<file path="src/rtl/if_fetch_unit_if.sv">
// Instruction-memory channel between the fetch unit and instruction memory.
//   imem_req_valid/ready/addr : in-order word fetch requests (fetch -> memory)
//   imem_rsp_valid/data       : in-order response words, >=1 cycle after accept
// master = fetch unit, slave = instruction memory.
interface if_fetch_unit_if;
  logic        imem_req_valid;
  logic        imem_req_ready;
  logic [31:0] imem_req_addr;
  logic        imem_rsp_valid;
  logic [31:0] imem_rsp_data;

  modport master (
    output imem_req_valid, imem_req_addr,
    input  imem_req_ready, imem_rsp_valid, imem_rsp_data
  );

  modport slave (
    input  imem_req_valid, imem_req_addr,
    output imem_req_ready, imem_rsp_valid, imem_rsp_data
  );
endinterface

</file>
<file path="src/rtl/if_fetch_unit.sv">
// Instruction fetch stage. Owns the PC, issues in-order word fetches over
// the imem channel, buffers returned words in a DEPTH-entry FIFO and presents
// the head to decode. A redirect flushes the FIFO and squashes responses that
// are still in flight.
//   clk, rst        : clock, synchronous active-high reset
//   imem            : memory channel (master side)
//   redirect_valid  : one-cycle taken jump/branch pulse
//   redirect_pc     : target, bits [1:0] ignored
//   stall           : decode cannot accept, FIFO head is held
//   instr_valid     : FIFO head valid
//   instr, instr_pc : FIFO head word and its address
module if_fetch_unit #(
  parameter logic [31:0] RESET_PC = 32'h0000_0000,
  parameter int          DEPTH    = 2
) (
  input  logic                   clk,
  input  logic                   rst,
  if_fetch_unit_if.master        imem,
  input  logic                   redirect_valid,
  input  logic [31:0]            redirect_pc,
  input  logic                   stall,
  output logic                   instr_valid,
  output logic [31:0]            instr,
  output logic [31:0]            instr_pc
);
  localparam int          PW      = $clog2(DEPTH);
  localparam int          CW      = $clog2(DEPTH) + 1;  // holds 0..DEPTH
  localparam logic [CW-1:0] DEPTH_C = CW'(DEPTH);
  localparam logic [CW:0]   DEPTH_W = (CW+1)'(DEPTH);
  localparam logic [31:0]   NOP     = 32'h0000_0013;

  typedef struct packed {
    logic [31:0] pc;
    logic [31:0] data;
  } fifo_ent_t;

  logic [31:0]   pc, rsp_pc, redir_tgt;
  logic [CW-1:0] inflight, drop_cnt, count;
  logic [PW-1:0] rd_ptr, wr_ptr;
  fifo_ent_t     mem [DEPTH];
  logic          pop, req_fire, push;
  logic [CW:0]   credit;
  logic          unused_bits;

  assign redir_tgt   = {redirect_pc[31:2], 2'b00};
  assign unused_bits = ^redirect_pc[1:0];

  assign pop      = instr_valid & ~stall;
  assign req_fire = imem.imem_req_valid & imem.imem_req_ready;

  // Every outstanding request reserves a FIFO slot, so a response that is
  // not squashed always has room. A pop this cycle frees a slot early,
  // which is what lets requests resume the same cycle stall drops.
  assign credit = {1'b0, inflight} + {1'b0, count} - {{CW{1'b0}}, pop};
  assign imem.imem_req_valid = ~rst & ~redirect_valid & (credit < DEPTH_W);
  assign imem.imem_req_addr  = pc;

  // Responses are squashed while drop_cnt is nonzero (pre-redirect requests)
  // and in the redirect cycle itself.
  assign push = imem.imem_rsp_valid & ~redirect_valid & (drop_cnt == '0);

  // Head comes straight from FIFO storage flops; the read slot is never
  // rewritten while occupied, so instr/instr_pc hold under stall.
  assign instr_valid = (count != '0);
  assign instr       = mem[rd_ptr].data;
  assign instr_pc    = mem[rd_ptr].pc;

  always_ff @(posedge clk) begin
    if (rst) begin
      pc       <= RESET_PC;
      rsp_pc   <= RESET_PC;
      inflight <= '0;
      drop_cnt <= '0;
      count    <= '0;
      rd_ptr   <= '0;
      wr_ptr   <= '0;
      for (int i = 0; i < DEPTH; i++) mem[i] <= '{pc: RESET_PC, data: NOP};
    end else if (redirect_valid) begin
      // No request fires this cycle; everything still outstanding after
      // this cycle's response (itself dropped) must be discarded.
      pc       <= redir_tgt;
      rsp_pc   <= redir_tgt;
      inflight <= inflight - CW'(imem.imem_rsp_valid);
      drop_cnt <= inflight - CW'(imem.imem_rsp_valid);
      count    <= '0;
      rd_ptr   <= '0;
      wr_ptr   <= '0;
    end else begin
      if (req_fire) pc <= pc + 32'd4;
      inflight <= inflight + CW'(req_fire) - CW'(imem.imem_rsp_valid);
      if (imem.imem_rsp_valid && drop_cnt != '0) drop_cnt <= drop_cnt - 1'b1;
      if (push) begin
        mem[wr_ptr] <= '{pc: rsp_pc, data: imem.imem_rsp_data};
        wr_ptr      <= wr_ptr + 1'b1;
        rsp_pc      <= rsp_pc + 32'd4;
      end
      if (pop) rd_ptr <= rd_ptr + 1'b1;
      count <= count + CW'(push) - CW'(pop);
    end
  end

  a_no_overflow: assert property (@(posedge clk) disable iff (rst)
    !(push && count == DEPTH_C));
  a_inflight_bound: assert property (@(posedge clk) disable iff (rst)
    inflight <= DEPTH_C);
endmodule

</file>
<file path="src/flat_wrapper.sv">
// flat-port wrapper written by rule: the top's interface ports become plain ports
module if_fetch_unit_flat 
#(
  parameter logic [31:0] RESET_PC = 32'h0000_0000,
  parameter int          DEPTH    = 2
)
  (clk, rst, redirect_valid, redirect_pc, stall, instr_valid, instr, instr_pc, imem_imem_req_valid, imem_imem_req_addr, imem_imem_req_ready, imem_imem_rsp_valid, imem_imem_rsp_data);
  if_fetch_unit_if imem_i ();
  input  logic clk;
  input  logic rst;
  input  logic redirect_valid;
  input  logic [31:0] redirect_pc;
  input  logic stall;
  output logic instr_valid;
  output logic [31:0] instr;
  output logic [31:0] instr_pc;
  output wire logic [$bits(imem_i.imem_req_valid)-1:0] imem_imem_req_valid;
  output wire logic [$bits(imem_i.imem_req_addr)-1:0] imem_imem_req_addr;
  input wire logic [$bits(imem_i.imem_req_ready)-1:0] imem_imem_req_ready;
  input wire logic [$bits(imem_i.imem_rsp_valid)-1:0] imem_imem_rsp_valid;
  input wire logic [$bits(imem_i.imem_rsp_data)-1:0] imem_imem_rsp_data;
  assign imem_imem_req_valid = imem_i.imem_req_valid;
  assign imem_imem_req_addr = imem_i.imem_req_addr;
  assign imem_i.imem_req_ready = imem_imem_req_ready;
  assign imem_i.imem_rsp_valid = imem_imem_rsp_valid;
  assign imem_i.imem_rsp_data = imem_imem_rsp_data;
  if_fetch_unit #(.RESET_PC(RESET_PC), .DEPTH(DEPTH)) u_core (.clk(clk), .rst(rst), .imem(imem_i), .redirect_valid(redirect_valid), .redirect_pc(redirect_pc), .stall(stall), .instr_valid(instr_valid), .instr(instr), .instr_pc(instr_pc));
endmodule
</file>
<file path="config.mk">
export PLATFORM = sky130hd
export DESIGN_NAME = if_fetch_unit_flat
export DESIGN_NICKNAME = d
export VERILOG_FILES = /design/src/rtl/if_fetch_unit_if.sv /design/src/rtl/if_fetch_unit.sv /design/src/flat_wrapper.sv
export SDC_FILE = /design/constraint.sdc
export NUM_CORES = 1
export LEC_CHECK = 0
export BUFFER_PORTS_ARGS = -buffer_cell sky130_fd_sc_hd__buf_2
export CAP_MARGIN = 10
export CORE_UTILIZATION = 60
export CTS_BUF_LIST = sky130_fd_sc_hd__clkbuf_4 sky130_fd_sc_hd__clkbuf_8 sky130_fd_sc_hd__clkbuf_16
export DETAILED_ROUTE_END_ITERATION = 6
export HOLD_SLACK_MARGIN = 0.06
export MAX_ROUTING_LAYER = met4
export PLACE_DENSITY = 0.85
export SYNTH_ARGS = -nofsm -noshare
export SYNTH_HDL_FRONTEND = slang
export SYNTH_SLANG_ARGS = --single-unit
</file>
<file path="constraint.sdc">
create_clock -name clk -period 7.7 [get_ports clk]
set_input_delay 1.54 -clock clk [delete_from_list [all_inputs] [get_ports clk]]
set_output_delay 1.54 -clock clk [all_outputs]
set_load 0.01 [all_outputs]
</file>
==> impl_metrics.sql, run 1 <==
INSERT INTO impl_metrics (metric_group, metric, value, unit) VALUES
('power_and_ir_drop', 'p_sw_share', '26.5', '%'),
('global_route', 'first_pass_grt_wire_length', '33000', 'um'),
('detailed_routing', 'dr.max_layer_used', 'met4', ''),
('detailed_routing', 'met1Wirelength', '9240', 'um'),
('die', 'io_pins', '168', ''),
('placed_design', 'detailedPlacementHpwl', '13500', 'um'),
('detailed_routing', 'drtAntennaViolNets', '0', ''),
('clocking', 'clkLatencyLatePin', '440', 'ps'),
('sta', 'grt_setup_unrepaired', 'no', ''),
('power_and_ir_drop', 'switching_power', '615', 'uW'),
('synthesis', 'yosysSeqAreaShare', '54.9', '%'),
('global_route', 'number_of_antenna_violations_at_the_first_check_in_global_routing', '0', ''),
('finish', 'final_core_utilization', '71.3', '%'),
('sta', 'tightestPinTransition', '996', 'ps'),
('finish', 'layout_commonest_cell', 'sky130_fd_sc_hd__buf_2', ''),
('detailed_routing', 'detail_route.wl_per_cell', '17.6', 'um'),
('power_and_ir_drop', 'comb_power_share', '11.1', '%'),
('finish', 'synthToLayoutAreaGrowth', '16.1', '%'),
('detailed_routing', 'via_count', '6796', ''),
('global_route', 'gr-total-overflow', '0', ''),
('setup_path', 'critical_path.startpoint_type', 'primary input', ''),
('setup_path', 'reg2reg_to', 'u_core.mem[1][31]', ''),
('setup_path', 'critical_path_peak_fanout', '7', ''),
('placed_design', 'buffer_ports.inserted', '161', ''),
('detailed_routing', 'drtPass1Iterations', '6', ''),
('die', 'core-area', '0.0151', 'mm^2'),
('sta', 'pins_over_their_slew_limit', '0', ''),
('sta', 'max-slew-margin-rel', '33.3', '%'),
('detailed_routing', 'detail_route.vias_per_cell', '5.84', ''),
('setup_path', 'cp_data_required_time', '6160', 'ps'),
('detailed_routing', 'wl', '20500', 'um'),
('sta', 'setup_viol', '0', ''),
('clocking', 'clk_transition_reported_paths', '70', 'ps'),
('clocking', 'total_clock_sinks', '193', ''),
('power_and_ir_drop', 'power_leakage', '0.00458', 'uW'),
('die', 'floorplan.die.width', '127', 'um'),
('power_and_ir_drop', 'share_clk_of_total_power', '36.8', '%'),
('die', 'fp-row-count', '45', ''),
('clocking', 'cts_inserted_buffers', '17', ''),
('placed_design', 'gp_congestion', '0.931', ''),
('sta', 'fin_setup_tns', '0', 'ps'),
('global_route', 'grtUsageTotal', '27.4', '%'),
('global_route', 'via_count_of_the_first_global_routing_pass', '6333', ''),
('detailed_routing', 'wl_met3', '1230', 'um'),
('power_and_ir_drop', 'ir_drop', '0.000156', 'V'),
('die', 'die_h', '127', 'um'),
('run_status', 'run_status', 'completed', ''),
('hold_path', 'holdPathStages', '2', ''),
('power_and_ir_drop', 'seq_power_share', '52.1', '%'),
('synthesis', 'count_of_flip_flops_with_a_built_in_enable_after_synthesis', '124', ''),
('clocking', 'cts.hold.buffers_added', '0', ''),
('finish', 'mostFrequentLayoutCells', '161 x sky130_fd_sc_hd__buf_2, 124 x sky130_fd_sc_hd__edfxtp_1, 73 x sky130_fd_sc_hd__and3_1', ''),
('synthesis', 'ys_dominant_reg_cell', 'sky130_fd_sc_hd__edfxtp_1', ''),
('clocking', 'postCtsSetupRepairBufs', '0', ''),
('run', 'drv.max_cap_violation_count', '0', ''),
('power_and_ir_drop', 'internal_power', '1700', 'uW'),
('sta', 'clock-skew-final', '8.15', 'ps'),
('die', 'floorplan.initialDensity', '61.4', '%'),
('synthesis', 'syn_avg_cell_area', '11.3', 'um^2'),
('detailed_routing', 'drtIter0Drc', '507', ''),
('power_and_ir_drop', 'powerDensity', '215', 'mW/mm^2'),
('clocking', 'htree_levels', '4', ''),
('setup_path', 'critPathArrivalTime', '3040', 'ps'),
('detailed_routing', 'route.met2.wl', '9620', 'um'),
('finish', 'layout-drive-gt1-share', '29.3', '%'),
('detailed_routing', 'drt_drc_violations_left', '0', ''),
('setup_path', 'rr_startpoint', 'u_core.drop_cnt[0]', ''),
('hold_path', 'hold_start', 'u_core.rd_ptr', ''),
('clocking', 'ctsResizeCount', '0', ''),
('sta', 'fin_crit', '4580', 'ps'),
('synthesis', 'synth_cell_type_count', '55', '');
-- metrics by stage --
stage | cells | power (uW) | setup WS [ps] | cell area (um^2) | hold slack (ps)
floorplan | 825 | 1380 | 2240 | 9310 | 480
finish | 1164 | 2320 | 3120 | 10800 | 514
detailed placement | 1132 | 1490 | 2940 | 10200 | 500
global placement | 1132 | 1480 | 2930 | 10200 | 487
CTS | 1164 | 2320 | 3110 | 10800 | 513
global route | 1164 | 2400 | 3080 | 10800 | 536
-- kinds of logic (layout without fill, tap and decap cells) --
logic type,count (synthesis),after routing,synth area share (%)
DFF,193,193,54.9
xor gates and xnor gates,51,51,4.80
and+or+nand+nor,314,314,20.0
other,1,4,0.0403
adders and majority gates,8,8,1.16
muxes,68,68,8.19
buffers and inverters,83,234,3.58
AOI/OAI and AO/OA,104,104,7.32
-- worst max path at each step --
stage / end / slack, ps / cells after the start / from
2_1_floorplan: u_core.mem[0][0] / 2240 / 4 / redirect_valid
3_3_place_gp: u_core.mem[1][31] / 2930 / 8 / rst
3_5_place_dp: u_core.mem[1][31] / 2940 / 8 / rst
4_1_cts: imem_imem_req_valid / 3110 / 7 / stall
5_1_grt: imem_imem_req_valid / 3080 / 7 / stall
6_report: imem_imem_req_valid / 3120 / 7 / stall
-- synth_stat cells (2+ instances only) --
cell	number	share of area (%)
sky130_fd_sc_hd__a211oi_1	7	0.56
sky130_fd_sc_hd__a21boi_0	30	2.4
sky130_fd_sc_hd__a21oi_1	35	1.9
sky130_fd_sc_hd__a31oi_1	5	0.34
sky130_fd_sc_hd__and2_1	61	4.1
sky130_fd_sc_hd__and3_1	73	4.9
sky130_fd_sc_hd__and4_1	5	0.47
sky130_fd_sc_hd__buf_1	2	0.081
sky130_fd_sc_hd__buf_2	2	0.11
sky130_fd_sc_hd__buf_4	5	0.40
sky130_fd_sc_hd__clkbuf_1	42	1.7
sky130_fd_sc_hd__dfxtp_1	69	15
sky130_fd_sc_hd__edfxtp_1	124	40
sky130_fd_sc_hd__ha_1	7	0.94
sky130_fd_sc_hd__inv_1	32	1.3
sky130_fd_sc_hd__mux2_2	65	7.9
sky130_fd_sc_hd__mux2i_1	3	0.32
sky130_fd_sc_hd__nand2_1	41	1.7
sky130_fd_sc_hd__nand2b_1	6	0.40
sky130_fd_sc_hd__nand3_1	32	1.7
sky130_fd_sc_hd__nand3b_1	2	0.16
sky130_fd_sc_hd__nand4_1	18	1.2
sky130_fd_sc_hd__nand4_2	3	0.40
sky130_fd_sc_hd__nor2_1	33	1.3
sky130_fd_sc_hd__nor3_1	7	0.38
sky130_fd_sc_hd__nor3b_1	5	0.40
sky130_fd_sc_hd__nor4_1	6	0.40
sky130_fd_sc_hd__nor4_4	3	0.69
sky130_fd_sc_hd__o211ai_1	2	0.16
sky130_fd_sc_hd__o21a_1	4	0.32
sky130_fd_sc_hd__o21ai_0	6	0.32
sky130_fd_sc_hd__o21bai_1	2	0.16
sky130_fd_sc_hd__o22ai_1	4	0.27
sky130_fd_sc_hd__o31a_1	2	0.19
sky130_fd_sc_hd__or2_2	2	0.13
sky130_fd_sc_hd__or3_1	7	0.47
sky130_fd_sc_hd__or4_1	3	0.24
sky130_fd_sc_hd__xnor2_1	16	1.5
sky130_fd_sc_hd__xor2_1	35	3.3
-- critical path, stage by stage --
cell	delay, ps
sky130_fd_sc_hd__buf_2	140
sky130_fd_sc_hd__xnor2_1	160
sky130_fd_sc_hd__nand2_1	80
sky130_fd_sc_hd__fa_1	410
sky130_fd_sc_hd__xor2_1	370
sky130_fd_sc_hd__and3_1	220
sky130_fd_sc_hd__buf_2	130
-- routing by layer --
| layer | global-route usage [%] | vias to the layer above |
|---|---|---|
| met4 | 9.28 | 0 |
| met1 | 37.3 | 3229 |
| li1 | - | 3262 |
| met2 | 42.3 | 271 |
| met5 | - | - |
| met3 | 4.18 | 34 |
-- registers in the layout, summed over array words and instances, names as in the netlist, named ones only --
name	cells
u_core.wr_ptr	1
u_core.drop_cnt	2
u_core.rd_ptr	1
u_core.mem	124
u_core.rsp_pc	30
u_core.imem.imem_req_addr	30
u_core.inflight	2
u_core.count	2
-- power by group through the flow --
stage | Sequential (uW) | Clock [uW] | Combinational (uW)
2_1_floorplan | 1220 | 0 | 159
3_3_place_gp | 1230 | 0 | 252
3_5_place_dp | 1230 | 0 | 256
4_1_cts | 1210 | 859 | 258
5_1_grt | 1210 | 904 | 283
6_report | 1210 | 854 | 258
-- area by class of cell --
cell class | count | area [um^2] | area share [%]
Timing Repair Buffer | 170 | 873 | 8.09
Inverter | 32 | 120 | 1.11
Multi-Input combinational cell | 549 | 3900 | 36.1
Sequential cell | 193 | 5110 | 47.3
Tap cell | 188 | 235 | 2.18
Clock buffer | 18 | 433 | 4.01
Clock inverter | 14 | 133 | 1.23
(Power assumes the default switching activity.)
==> run 2: changes to the inputs <==
Settings changed: ABC_AREA from default to 1, CORE_UTILIZATION 60 to 57, PLACE_DENSITY 0.85 to 0.81.
Clock period 7.7 ns to 4.5 ns, I/O delays scaled along.
==> run 2 against run 1 <==
Compared with the run above: sequential power rose by 69%; combinational power rose by 69%; critical path type unchanged; hold slack got worse by 60 ps; global-route usage fell by 0.45 points; cell area rose by 4.8%; first-iteration DRC count rose by 39%; the flow now finishes with violations (design-rule violations); die area rose by 11%; total power rose by 70%; sequential cell count did not move.
==> impl_metrics.sql, run 2 <==
INSERT INTO impl_metrics (metric_group, metric, value, unit) VALUES
('run_status', 'run_status', 'finished with violations', ''),
('run_status', 'violations', 'design-rule violations', ''),
('detailed_routing', 'drtIter0Drc', '705', ''),
('clocking', 'total_clock_sinks', '193', ''),
('detailed_routing', 'wl', '22800', 'um'),
('clocking', 'ctsResizeCount', '0', ''),
('detailed_routing', 'detail_route.wl_per_cell', '14.8', 'um'),
('die', 'core-area', '0.0168', 'mm^2'),
('power_and_ir_drop', 'share_clk_of_total_power', '37.1', '%'),
('global_route', 'first_pass_grt_wire_length', '36500', 'um'),
('power_and_ir_drop', 'p_sw_share', '27.0', '%'),
('finish', 'synthToLayoutAreaGrowth', '14.8', '%'),
('setup_path', 'critical_path_peak_fanout', '3', ''),
('clocking', 'cts-root-to-sink-buffers', '2', ''),
('setup_path', 'reg2reg_to', 'u_core.inflight[0]', ''),
('setup_path', 'r2r_setup_slack', '1790', 'ps'),
('die', 'die_h', '133', 'um'),
('power_and_ir_drop', 'power_leakage', '0.00485', 'uW'),
('placed_design', 'buffer_ports.inserted', '161', ''),
('sta', 'final.hold.worst_slack', '454', 'ps'),
('sta', 'pins_over_their_slew_limit', '0', ''),
('finish', 'nets', '1387', ''),
('die', 'floorplan.die.width', '133', 'um'),
('synthesis', 'yosysSeqAreaShare', '51.8', '%'),
('setup_path', 'r2r_cells', '13', ''),
('hold_path', 'holdPathStages', '1', ''),
('detailed_routing', 'drtAntennaViolNets', '0', ''),
('placed_design', 'placement.cell_area', '0.0108', 'mm^2'),
('sta', 'clock-skew-final', '8.07', 'ps'),
('synthesis', 'syn_area', '0.00985', 'mm^2'),
('sta', 'max-slew-margin-rel', '39.1', '%'),
('setup_path', 'worst-setup-path-type', 'primary input to output port', ''),
('clocking', 'htree_levels', '4', ''),
('power_and_ir_drop', 'ir_drop', '0.000285', 'V'),
('die', 'io_pins', '168', ''),
('hold_path', 'holdCritPathClass', 'register to register', ''),
('setup_path', 'worstSetupEndpoint', 'imem_imem_req_valid', ''),
('power_and_ir_drop', 'seq_power_share', '51.8', '%'),
('finish', 'largest_register_ff_count', '124', ''),
('detailed_routing', 'drtPass1Iterations', '7', ''),
('sta', 'setup_viol', '0', ''),
('power_and_ir_drop', 'internal_power', '2870', 'uW'),
('synthesis', 'async_flop_share', '0', '%'),
('sta', 'tightestPinTransition', '912', 'ps'),
('clocking', 'root_buffer', 'sky130_fd_sc_hd__clkbuf_16', ''),
('synthesis', 'synth_common_cells', '258 x sky130_fd_sc_hd__nand2_1, 212 x sky130_fd_sc_hd__nor2_1, 145 x sky130_fd_sc_hd__inv_1, 124 x sky130_fd_sc_hd__edfxtp_1, 69 x sky130_fd_sc_hd__dfxtp_1', ''),
('synthesis', 'synth.largest_area_cell', 'sky130_fd_sc_hd__edfxtp_1', ''),
('finish', 'register_with_the_most_flip_flops', 'u_core.mem', ''),
('setup_path', 'critPathArrivalTime', '2330', 'ps'),
('sta', 'grt_setup_unrepaired', 'no', ''),
('synthesis', 'yosysTopAreaCellShare', '37.8', '%'),
('die', 'die-area', '0.0178', 'mm^2'),
('finish', 'n_antenna_cell', '0', ''),
('run', 'drv.max_cap_violation_count', '0', ''),
('power_and_ir_drop', 'power.total', '3940', 'uW'),
('power_and_ir_drop', 'powerDensity', '348', 'mW/mm^2'),
('synthesis', 'synth.yosys.warnings', '0', ''),
('global_route', 'number_of_antenna_violations_at_the_first_check_in_global_routing', '0', ''),
('clocking', 'clkLatencyLatePin', '430', 'ps'),
('detailed_routing', 'via_count', '8159', ''),
('sta', 'fin_crit', '3230', 'ps'),
('die', 'fp-row-count', '47', ''),
('clocking', 'tritoncts', 'built', ''),
('synthesis', 'count_of_flip_flops_with_a_built_in_enable_after_synthesis', '124', ''),
('synthesis', 'instance_count_of_the_mapped_netlist', '1158', ''),
('power_and_ir_drop', 'comb_power_share', '11.1', '%'),
('clocking', 'postCtsSetupRepairBufs', '0', ''),
('sta', 'fin_crit_sh', '71.7', '%'),
('sta', 'fmax', '310', 'MHz'),
('sta', 'hold_violations', '0', ''),
('finish', 'layout_commonest_cell', 'sky130_fd_sc_hd__nand2_1', ''),
('placed_design', 'gp_congestion', '0.975', ''),
('synthesis', 'ranking_of_synthesized_cells_by_area', 'sky130_fd_sc_hd__edfxtp_1 38%, sky130_fd_sc_hd__dfxtp_1 14%, sky130_fd_sc_hd__nand2_1 9.8%', ''),
('setup_path', 'end_kind', 'output port', ''),
('global_route', 'via_count_of_the_first_global_routing_pass', '7420', ''),
('synthesis', 'synth_cell_type_count', '38', ''),
('global_route', 'largest_net_degree_at_the_start_of_global_routing', '60', ''),
('setup_path', 'cp_data_required_time', '3600', 'ps'),
('detailed_routing', 'detail_route.vias_per_cell', '5.29', ''),
('global_route', 'gr-total-overflow', '0', ''),
('clocking', 'cts_inserted_buffers', '17', ''),
('setup_path', 'critPathLaunch', 'stall', ''),
('finish', 'final_core_utilization', '67.5', '%'),
('placed_design', 'detailedPlacementHpwl', '15900', 'um'),
('die', 'floorplan.initialDensity', '58.8', '%'),
('setup_path', 'critical_path.startpoint_type', 'primary input', ''),
('setup_path', 'rr_startpoint', 'u_core.count[0]', ''),
('synthesis', 'syn_avg_cell_area', '8.51', 'um^2'),
('global_route', 'grtUsageTotal', '27.0', '%'),
('finish', 'mostFrequentLayoutCells', '256 x sky130_fd_sc_hd__nand2_1, 212 x sky130_fd_sc_hd__nor2_1, 161 x sky130_fd_sc_hd__buf_2', ''),
('synthesis', 'ys_dominant_reg_cell', 'sky130_fd_sc_hd__edfxtp_1', ''),
('detailed_routing', 'drt_drc_violations_left', '1', ''),
('finish', 'layout-drive-gt1-share', '22.2', '%'),
('synthesis', 'synth_most_common_cell', 'sky130_fd_sc_hd__nand2_1', ''),
('power_and_ir_drop', 'switching_power', '1060', 'uW'),
('synthesis', 'ys_seq_elements', '193', ''),
('sta', 'fin_setup_tns', '0', 'ps'),
('clocking', 'cts.hold.buffers_added', '0', ''),
('finish', 'fin_area', '0.0113', 'mm^2'),
('clocking', 'clk_transition_reported_paths', '70', 'ps');
==> run 2: changes by cell type in the layout (fill, tap and decap cells not counted), moves of 8 or more <==
cell                       change
sky130_fd_sc_hd__a21oi_1      +16
sky130_fd_sc_hd__a21boi_0     -30
sky130_fd_sc_hd__xor2_1       -23
sky130_fd_sc_hd__nand3_1      +23
sky130_fd_sc_hd__nor2_1      +181
sky130_fd_sc_hd__inv_1       +113
sky130_fd_sc_hd__and2_1       -58
sky130_fd_sc_hd__nor2_2        +8
sky130_fd_sc_hd__nand2_1     +215
sky130_fd_sc_hd__o21ai_0      +43
sky130_fd_sc_hd__nand4_1      -12
sky130_fd_sc_hd__xnor2_1      -13
sky130_fd_sc_hd__and3_1       -73
==> run 2: layout make-up <==
class | count | area, um^2
clock buffers | 17 | 425
clock inverters | 15 | 140
fillers | 1360 | 5440
inverters | 153 | 579
multi-input cells | 773 | 3910
flip-flops and latches | 193 | 5110
well taps | 220 | 275
repair buffers | 171 | 881
==> run 2: cell families (layout without fill, tap and decap cells) <==
group           after synthesis  in the layout  synth area share (%)
flops                       193            193                  51.8
buf+inv                     195            356                  8.70
mux                          62             62                  7.08
simple gates                561            561                  23.3
compound gates              123            123                  6.65
xor+xnor                     15             15                  1.33
fa+ha+maj                     8              8                  1.09
other cells                   1              4                0.0381
==> run 2: power by group through the flow <==
stage                     registers [uW]  clock network, uW  logic, uW
final                               2040               1460        436
after CTS                           2040               1480        436
after floorplan                     2070                  0        284
after detailed placement            2080                  0        432
after global routing                2050               1550        486
after global placement              2070                  0        422
==> run 2: worst min-delay path by stage <==
| stage | from | end | slack, ps |
|---|---|---|---|
| floorplan | u_core.rd_ptr | register | 430 |
| global placement | u_core.rd_ptr | register | 430 |
| detailed placement | u_core.rd_ptr | register | 440 |
| CTS | u_core.rd_ptr | register | 450 |
| global route | u_core.rd_ptr | register | 470 |
| finish | u_core.rd_ptr | register | 450 |
==> run 2: through the flow <==
step / cells / setup WS (ps)
6_report: 1542 / 1270
5_1_grt: 1542 / 1090
4_1_cts: 1542 / 1260
3_5_place_dp: 1510 / 1190
3_3_place_gp: 1510 / 1230
2_1_floorplan: 1161 / 955
==> run 2: worst max-delay path, stage by stage <==
cell	delay, ps
sky130_fd_sc_hd__buf_2	100
sky130_fd_sc_hd__inv_1	80
sky130_fd_sc_hd__nand2_1	70
sky130_fd_sc_hd__nor2_1	160
sky130_fd_sc_hd__o21ai_0	140
sky130_fd_sc_hd__fa_1	390
sky130_fd_sc_hd__inv_1	70
sky130_fd_sc_hd__nand2_1	40
sky130_fd_sc_hd__nand2_1	120
sky130_fd_sc_hd__nand2_1	70
sky130_fd_sc_hd__nor2_1	70
sky130_fd_sc_hd__buf_2	130
==> run 2: routing by layer <==
| metal | vias to the layer above | GRT usage (%) | share of wire (%) |
|---|---|---|---|
| met5 | - | - | 0 |
| met4 | 0 | 10.5 | 2.4 |
| met3 | 46 | 4.30 | 7.5 |
| met2 | 343 | 41.6 | 47 |
| met1 | 3736 | 35.8 | 44 |
| li1 | 4034 | - | - |
